==> src/rtl/alu_seq.sv <==
// alu_seq: multi-cycle, slice-serial ALU with valid/ready handshakes and an
// architectural NZCV flag register that is written only on request.
// Operands are processed CHUNK bits per clock, least significant slice first,
// with the carry held in a register between slices.
// Optional feature: define ALU_SEQ_ADC_EN to make cntrl 001 an add-with-carry
// that consumes the stored C flag; otherwise 001 is a plain add.
module alu_seq #(
  parameter int WIDTH = 64,
  parameter int CHUNK = 8
) (
  input  logic             clk,
  input  logic             reset_n,
  input  logic             in_valid,
  output logic             in_ready,
  input  logic [WIDTH-1:0] a,
  input  logic [WIDTH-1:0] b,
  input  logic [2:0]       cntrl,
  input  logic             set_flags,
  output logic             out_valid,
  input  logic             out_ready,
  output logic [WIDTH-1:0] result,
  output logic             negative,
  output logic             zero,
  output logic             overflow,
  output logic             carry_out,
  output logic             busy
);

  localparam int NCHUNK = WIDTH / CHUNK;
  localparam int IDXW   = (NCHUNK > 1) ? $clog2(NCHUNK) : 1;
  localparam logic [IDXW-1:0] LAST_IDX = IDXW'(NCHUNK - 1);

  typedef enum logic [1:0] {S_IDLE, S_RUN, S_DONE} state_e;

  typedef enum logic [2:0] {
    OP_PASS = 3'b000,
    OP_ADC  = 3'b001,
    OP_ADD  = 3'b010,
    OP_SUB  = 3'b011,
    OP_AND  = 3'b100,
    OP_OR   = 3'b101,
    OP_XOR  = 3'b110,
    OP_RSVD = 3'b111
  } op_e;

  state_e          state_q;
  logic [WIDTH-1:0] a_q, b_q, result_q;
  op_e             op_q;
  logic            setf_q;
  logic            carry_q;
  logic            zacc_q;
  logic [IDXW-1:0] idx_q;
  logic            in_ready_q, out_valid_q, busy_q;
  logic            n_q, z_q, c_q, v_q;

  // Slice datapath signals.
  logic [CHUNK-1:0] a_s, b_s, b_eff;
  logic [CHUNK:0]   sum;
  logic [CHUNK-1:0] slice_d;
  logic             is_arith;
  logic             cin_d;
  logic             cflag_d, vflag_d, any_d;

  // Initial carry-in chosen from the incoming opcode at transfer time.
  always_comb begin
    // NOTE: every signal written here gets a default first, so no path can
    // leave it unassigned and infer a latch.
    cin_d = 1'b0;
    unique case (op_e'(cntrl))
      OP_SUB:  cin_d = cntrl[0];
`ifdef ALU_SEQ_ADC_EN
      OP_ADC:  cin_d = c_q;
`else
      OP_ADC:  cin_d = 1'b0;
`endif
      default: cin_d = 1'b0;
    endcase
  end

  // One CHUNK-bit slice of the operation plus its carry/overflow terms.
  always_comb begin
    a_s      = a_q[int'(idx_q)*CHUNK +: CHUNK];
    b_s      = b_q[int'(idx_q)*CHUNK +: CHUNK];
    b_eff    = (op_q == OP_SUB) ? ~b_s : b_s;
    sum      = {1'b0, a_s} + {1'b0, b_eff} + {{CHUNK{1'b0}}, carry_q};
    is_arith = (op_q == OP_ADC) || (op_q == OP_ADD) || (op_q == OP_SUB);
    slice_d  = '0;
    unique case (op_q)
      OP_PASS:                slice_d = b_s;
      OP_ADC, OP_ADD, OP_SUB: slice_d = sum[CHUNK-1:0];
      OP_AND:                 slice_d = a_s & b_s;
      OP_OR:                  slice_d = a_s | b_s;
      OP_XOR:                 slice_d = a_s ^ b_s;
      default:                slice_d = '0;
    endcase
    // Carry into the slice MSB is recovered from the MSB sum bit.
    cflag_d = is_arith & sum[CHUNK];
    vflag_d = is_arith & ((a_s[CHUNK-1] ^ b_eff[CHUNK-1] ^ sum[CHUNK-1]) ^ sum[CHUNK]);
    any_d   = zacc_q | (|slice_d);
  end

  // Control FSM, slice sequencing, result assembly and flag register.
  always_ff @(posedge clk) begin
    // NOTE: state is updated with non-blocking assignments only, so every
    // read in this block sees the value from before the edge.
    if (!reset_n) begin
      state_q     <= S_IDLE;
      result_q    <= '0;
      idx_q       <= '0;
      in_ready_q  <= 1'b1;
      out_valid_q <= 1'b0;
      busy_q      <= 1'b0;
      n_q         <= 1'b0;
      z_q         <= 1'b0;
      c_q         <= 1'b0;
      v_q         <= 1'b0;
      // NOTE: operand, opcode, carry and zero-accumulator registers are left
      // unreset; they are always loaded on transfer before being consumed.
    end else begin
      unique case (state_q)
        S_IDLE: begin
          if (in_valid && in_ready_q) begin
            a_q        <= a;
            b_q        <= b;
            op_q       <= op_e'(cntrl);
            setf_q     <= set_flags;
            carry_q    <= cin_d;
            zacc_q     <= 1'b0;
            idx_q      <= '0;
            in_ready_q <= 1'b0;
            busy_q     <= 1'b1;
            state_q    <= S_RUN;
          end
        end
        S_RUN: begin
          result_q[int'(idx_q)*CHUNK +: CHUNK] <= slice_d;
          carry_q <= sum[CHUNK];
          zacc_q  <= any_d;
          idx_q   <= idx_q + 1'b1;
          if (idx_q == LAST_IDX) begin
            out_valid_q <= 1'b1;
            state_q     <= S_DONE;
            if (setf_q) begin
              n_q <= slice_d[CHUNK-1];
              z_q <= ~any_d;
              c_q <= cflag_d;
              v_q <= vflag_d;
            end
          end
        end
        S_DONE: begin
          if (out_ready) begin
            out_valid_q <= 1'b0;
            busy_q      <= 1'b0;
            in_ready_q  <= 1'b1;
            state_q     <= S_IDLE;
          end
        end
        default: state_q <= S_IDLE;
      endcase
    end
  end

  assign in_ready  = in_ready_q;
  assign out_valid = out_valid_q;
  assign busy      = busy_q;
  assign result    = result_q;
  assign negative  = n_q;
  assign zero      = z_q;
  assign carry_out = c_q;
  assign overflow  = v_q;

endmodule
==> config.mk <==
export PLATFORM = sky130hd
export DESIGN_NAME = alu_seq
export DESIGN_NICKNAME = d
export VERILOG_FILES = /design/src/rtl/alu_seq.sv
export SDC_FILE = /design/constraint.sdc
export NUM_CORES = 1
export LEC_CHECK = 0
export ABC_CLOCK_PERIOD_IN_PS = 8300
export CAP_MARGIN = 15
export CORE_UTILIZATION = 44
export DETAILED_ROUTE_END_ITERATION = 10
export GPL_TIMING_DRIVEN = 0
export PLACE_DENSITY_LB_ADDON = 0.12
export SLEW_MARGIN = 15
export SYNTH_ARGS = -nofsm -noshare
export SYNTH_HDL_FRONTEND = slang
export SYNTH_SLANG_ARGS = --single-unit
==> constraint.sdc <==
create_clock -name clk -period 8.3 [get_ports clk]
set_clock_uncertainty 0.2 [all_clocks]
set_input_delay 1.245 -clock clk [delete_from_list [all_inputs] [get_ports clk]]
set_output_delay 1.245 -clock clk [all_outputs]
set_load 0.01 [all_outputs]
==> results by group, run 1 <==
Synthesis
  – Synthesized Nets: 899
  – Top cell type's share of synthesized area: 43.55%
  – Ys Warns: 0
  – Top_reg_cell synth: edfxtp_1
  – Yosys reg bits: 210
  – Top post-synthesis cells by area: edfxtp_1 44%, dfxtp_1 16%, mux4_2 5.4%
  – Syn_area_per_cell: 12.64 um2
  – EDFF count, synth: 134
  – Count of cell types in the netlist: 61
  – Most instantiated library cell after synthesis: edfxtp_1
  – Post-Syn Instances: 731
  – Async SR Flop Fraction: 0%
  – Post-synthesis sequential area ratio: 60.02%
  – Cell Area, Synth: 0.009239 mm2
  – Most frequent cells after synthesis: 134 x edfxtp_1, 79 x nand2_1, 76 x dfxtp_1, 54 x a21oi_1, 44 x nor2_1
  – Cell taking the most area after synthesis: edfxtp_1

Floorplan
  – Die area: 0.02158 mm2
  – Starting Density: 45.22%
  – Die width: 146.9 um
  – Row count: 52
  – Die Y: 146.9 um
  – Core area: 0.02043 mm2
  – # IOs: 207

CTS
  – Cts hold-fix bufs: 0
  – CTS sink cnt: 210
  – Clock Pin Slew Worst Setup and Hold Paths: 0.06 ns
  – Num CTS Buffers: 23
  – Post-CTS Setup Inserts: 0
  – Clk_lat worst skew: 0.51 ns
  – H-tree Lvls: 1
  – Clk buf depth: 3
  – CTS tree: yes
  – Post-cts resize count: 0
  – CTS Root Cell: clkbuf_16

GRT
  – Initial antenna violation count: 0
  – Number of global-route vias before repair: 6,574
  – First-pass GRT wire length: 34.36 mm
  – GRT Overall Usage: 20.53%
  – Largest net degree at the start of global routing: 31
  – Global route overflow: 0

Final layout
  – Cell Count, Final, Fillers Out: 1,254
  – Ant diodes: 0
  – Fin nets: 1,135
  – Post-route cell area: 0.01246 mm2
  – Share of layout cells above drive strength 1: 9.858%
  – Area Growth Syn to Fin: 34.90%

STA
  – Final Hold Viols: 0
  – Slew Viols, Final: 0
  – Tmin final: 5.852 ns
  – Setup violations, final: 0
  – Fmax: 170.9 MHz
  – Max-slew headroom: 23.64%
  – RSZ-0062 raised after global routing: no
  – Crit share post-route: 70.51%
  – Measured slew at the worst slew-check pin: 1.139 ns

Pwr
  – Cell Int Power: 1885 uW
  – Static Leak: 0.004385 uW
  – Pwr dens: 197.9 mW/mm2
  – Comb pwr share: 13.6%
  – Sequential power share: 47.1%
  – Switch share: 23.56%
  – Clock power share: 39.3%
  – Pwr Total: 2466 uW
  – Max IR drop VDD: 0.1382 mV
  – Net Switching: 581.1 uW

Place
  – Port Buffers: 206
  – DP Wirelength: 16.00 mm
  – Placed cell areas: 0.01175 mm2
  – Dpl cells: 1,212
  – Placer Congestion: 0.8229

Setup path
  – Critical Path Source Type: flip-flop
  – CP Data Arrival Time: 6.06 ns
  – Critical Path RT: 8.51 ns
  – Critical Path End Type: flip-flop
  – CP Class: reg2reg
  – CP max FO: 10

Drt
  – Iter 0 DRT Violations: 353
  – DRT antenna net count: 0
  – Vias per cell: 5.226
  – Drt drc: 0
  – First drt pass iteration count: 4
  – Avg WL per Cell: 17.39 um
  – Final WL: 21.81 mm
  – Via count: 6,553

Run status
  – Outcome: completed

Run
  – Max_cap viols: 0

Min path
  – Worst Hold Class: reg2reg
==> worst max-delay path: stages, from the launching register on <==
cell and delay [ns]:
dfxtp_1 0.54, buf_2 0.33, buf_2 0.32, buf_2 0.34, buf_2 0.37, mux4_2 0.36
nand2_1 0.07, and2_1 0.23, fa_1 0.23, inv_1 0.06, fa_1 0.42, a211oi_1 0.35
o21ai_0 0.25, and3_1 0.24, o31ai_2 0.95, nor3_1 0.19, a41o_1 0.27
==> cell type report <==
cell class,instances,area (um2)
Buffer,38,171.4
Clock buffer,29,598.1
Clock inverter,13,115.1
Fill cell,1700,7966
Inverter,26,97.59
Multi-Input combinational cell,457,3437
Sequential cell,210,5545
Tap cell,270,337.8
Timing Repair Buffer,211,2161
==> through the flow <==
stage	hold slack, ns	util [%]	setup slack, ns	setup TNS [ns]
2_1_floorplan	0.2762	-	0.6235	0
3_3_place_gp	0.2432	56.97	-2.239	-293.77
3_5_place_dp	0.2480	57.51	2.454	0
4_1_cts	0.2560	61.01	2.415	0
5_1_grt	0.2668	61.01	2.089	0
6_report	0.2518	61.01	2.448	0
==> power groups by stage <==
stage | Sequential, uW | Clock [uW] | Combinational [uW]
finish | 1160 | 969 | 335
global route | 1160 | 1030 | 367
CTS | 1160 | 992 | 338
detailed placement | 1180 | 0 | 336
global placement | 1190 | 0 | 323
floorplan | 1190 | 0 | 189
==> logic make-up (layout without fill, tap and decap cells) <==
kind of cell,count (synthesis),count (layout),share of synthesized area (%)
xor+xnor,10,10,0.9480
mux,66,66,11.05
compound gates,131,131,9.358
flops,210,210,60.02
buf+inv,64,317,2.912
simple gates,218,218,11.21
fa+ha+maj,32,32,4.496
==> state kept, by name, indices dropped and copies added (netlist names) <==
register   flops
op_q           3
a_q           64
result        64
b_q           64
negative       1
zero           1
state_q        2
carry_q        1
overflow       1
setf_q         1
out_valid      1
idx_q          3
zacc_q         1
busy           1
in_ready       1
carry_out      1
==> layout by cell type, fill, tap and decap left out, types with 3 or more instances in the layout <==
master / n
a32oi_1: 3
clkdlybuf4s50_1: 206
clkinv_1: 3
inv_1: 22
nor2_1: 43
o22ai_1: 6
clkbuf_1: 31
mux4_2: 22
nor3_1: 11
nand2_1: 79
mux2i_1: 27
xor2_1: 6
clkinv_2: 7
and3_1: 5
buf_2: 8
nor3b_1: 3
nand3_1: 30
or2_2: 3
nand2b_1: 7
xnor2_1: 4
o211ai_1: 6
a21oi_1: 54
clkbuf_16: 23
nor2b_1: 4
and2_1: 15
a22oi_1: 7
buf_12: 3
o21ai_0: 12
buf_6: 3
a21o_1: 4
o21a_1: 7
mux4_1: 4
dfxtp_1: 76
a211oi_1: 10
ha_1: 30
or3_1: 9
edfxtp_1: 134
inv_2: 4
mux2_2: 10
==> per-layer routing <==
layer	vias to the layer above	track usage (%)	part of all wire (%)
li1	3185	-	-
met1	3127	26.87	43
met2	210	35.07	48
met3	31	4.161	6.5
met4	0	4.897	1.9
met5	-	0	0
==> final timing paths <==
kind / startpoint / end / slack (ns) / cells after the start
min reg2reg: result[52] / result[52] / 0.25 / 2
max reg2reg: idx_q[1] / zero / 2.45 / 16
max: idx_q[1] / zero / 2.45 / 16
min: result[52] / result[52] / 0.25 / 2
(Power assumes the default switching activity.)
==> run 2: changes to the inputs <==
ABC_CLOCK_PERIOD_IN_PS = 5500   (was 8300)
clock period = 5.5 ns   (was 8.3 ns; I/O delays follow)
==> results by group, run 2 (same netlist as run 1, synthesis figures left out) <==
Pwr
  – Static Leak: 0.004448 uW
  – Pwr dens: 308.2 mW/mm2
  – Max IR drop VDD: 0.1792 mV
  – Pwr Total: 3888 uW

CTS
  – H-tree Lvls: 1
  – Num CTS Buffers: 24
  – Clock Pin Slew Worst Setup and Hold Paths: 0.06 ns
  – Clk_lat worst skew: 0.51 ns
  – CTS tree: yes
  – Clk buf depth: 3
  – CTS sink cnt: 210
  – Cts hold-fix bufs: 0
  – CTS Root Cell: clkbuf_16

Drt
  – Final WL: 22.34 mm
  – Avg WL per Cell: 17.77 um
  – Drt drc: 0
  – First drt pass iteration count: 4
  – Vias per cell: 5.224
  – DRT antenna net count: 0
  – Iter 0 DRT Violations: 313
  – Via count: 6,567

GRT
  – Number of global-route vias before repair: 6,650
  – Largest net degree at the start of global routing: 28
  – Initial antenna violation count: 0
  – Global route overflow: 0
  – GRT Overall Usage: 21.07%
  – First-pass GRT wire length: 35.21 mm

Setup path
  – Crit-path max cell delay: 0.56 ns
  – Critical Path RT: 5.55 ns
  – Crit-path cells: buf_2 -> buf_2 -> buf_2 -> clkbuf_4 -> mux4_2 -> nand2_1 -> and2_1 -> fa_1 -> inv_1 -> fa_1 -> a211oi_1 -> o21ai_0 -> a21oi_1 -> o31ai_4 -> nor3_1 -> a21oi_1
  – CP Buf/Inv Count: 5
  – CP dominant cell by count: buf_2
  – Critical Path End Type: flip-flop
  – CP Class: reg2reg
  – CP max stage cell: dfxtp_1
  – CP delay by family, top: buffers and inverters
  – CP max FO: 10
  – Reg-to-reg setup timing slack: 0.37 ns
  – CP Data Arrival Time: 5.18 ns
  – Critical Path Source Type: flip-flop

Final layout
  – Finished Core Util: 61.75%
  – Area Growth Syn to Fin: 36.55%
  – Ant diodes: 0
  – Most used cells in the layout excluding fill and tap cells: 206 x clkdlybuf4s50_1, 134 x edfxtp_1, 79 x nand2_1
  – Fin nets: 1,138
  – Share of layout cells above drive strength 1: 10.64%
  – Most common cell after layout, fill and taps aside: clkdlybuf4s50_1
  – Cell Count, Final, Fillers Out: 1,257

STA
  – Slew Viols, Final: 0
  – Max-slew headroom: 37.79%
  – Setup violations, final: 0
  – Final Hold Viols: 0
  – Measured slew at the worst slew-check pin: 0.9332 ns
  – Setup TNS: 0 ns
  – Crit share post-route: 93.26%
  – Tmin final: 5.130 ns
  – Fmax: 194.9 MHz
  – RSZ-0062 raised after global routing: no
  – Final setup margin: 0.3705 ns

Min path
  – Worst Hold Class: reg2reg

Floorplan
  – Die Y: 146.9 um
  – Core area: 0.02043 mm2
  – Die area: 0.02158 mm2
  – Row count: 52
  – Die width: 146.9 um
  – # IOs: 207
  – Starting Density: 45.22%

Place
  – Dpl cells: 1,212
  – Dpl ws: -0.4230 ns
  – Placer Congestion: 0.8292
  – DP Wirelength: 16.28 mm
  – Port Buffers: 206

Run status
  – Outcome: completed

Run
  – Max_cap viols: 0
-- run 2: changes by cell type in the layout (fill, tap and decap cells not counted), moves of 2 or more --
| cell | delta |
|---|---|
| buf_4 | +2 |
| clkbuf_1 | -2 |
| clkinv_1 | -3 |
| clkbuf_16 | +2 |
| o31ai_4 | +2 |
| o31ai_2 | -2 |
-- run 2: layout make-up --
type | count | area (um2)
timing repair buffer | 213 | 2192
inverter | 26 | 97.59
clock buffer | 29 | 640.6
buffer | 38 | 173.9
multi-input combinational | 457 | 3466
fill | 1665 | 7814
clock inverter | 14 | 162.7
sequential | 210 | 5545
tap | 270 | 337.8
-- run 2: path summary, 6_finish.rpt --
check,startpoint,endpoint,cells after the start
min,result[43],result[43],2
max,idx_q[1],zacc_q,16
max reg2reg,idx_q[1],zacc_q,16
min reg2reg,result[43],result[43],2
-- run 2: what timing repair did --
action                                  CTS  global route
setup buffers                             2             0
endpoints found under the hold margin     0             0
pin swaps                                 1             0
endpoints found under the setup margin   10            13
gates resized for setup                   1             2
cloned                                    0             0
-- run 2: per-stage QoR --
step                cell area (um2)  hold WS (ns)
floorplan                      9241        0.2762
global placement              11640        0.2437
detailed placement            11780        0.2464
CTS                           12600        0.2547
global route                  12620        0.2723
finish                        12620        0.2529
-- run 2: report_power, final --
part           switching [uW]  internal, uW  total (uW)
combinational             271           252         523
sequential               17.4          1740        1750
clock                     637           975        1610
total                     926          2960        3890
-- run 2: routing by layer --
| metal | vias to the layer above | wire length (um) | GRT usage, % | part of all wire, % |
|---|---|---|---|---|
| met5 | - | 0 | 0 | 0 |
| met3 | 26 | 1371 | 4.068 | 6.1 |
| met2 | 216 | 10950 | 36.18 | 49 |
| met4 | 0 | 329 | 4.588 | 1.5 |
| met1 | 3122 | 9691 | 27.69 | 43 |
| li1 | 3203 | - | - | - |
-- run 2: worst register-to-register path, cell delays in order, from the launching register on --
cell      delay (ns)
dfxtp_1         0.56
buf_2           0.35
buf_2           0.33
buf_2           0.35
clkbuf_4        0.34
mux4_2          0.35
nand2_1         0.08
and2_1          0.22
fa_1            0.23
inv_1           0.06
fa_1            0.42
a211oi_1        0.36
o21ai_0         0.26
a21oi_1         0.27
o31ai_4         0.12
nor3_1          0.29
a21oi_1         0.10
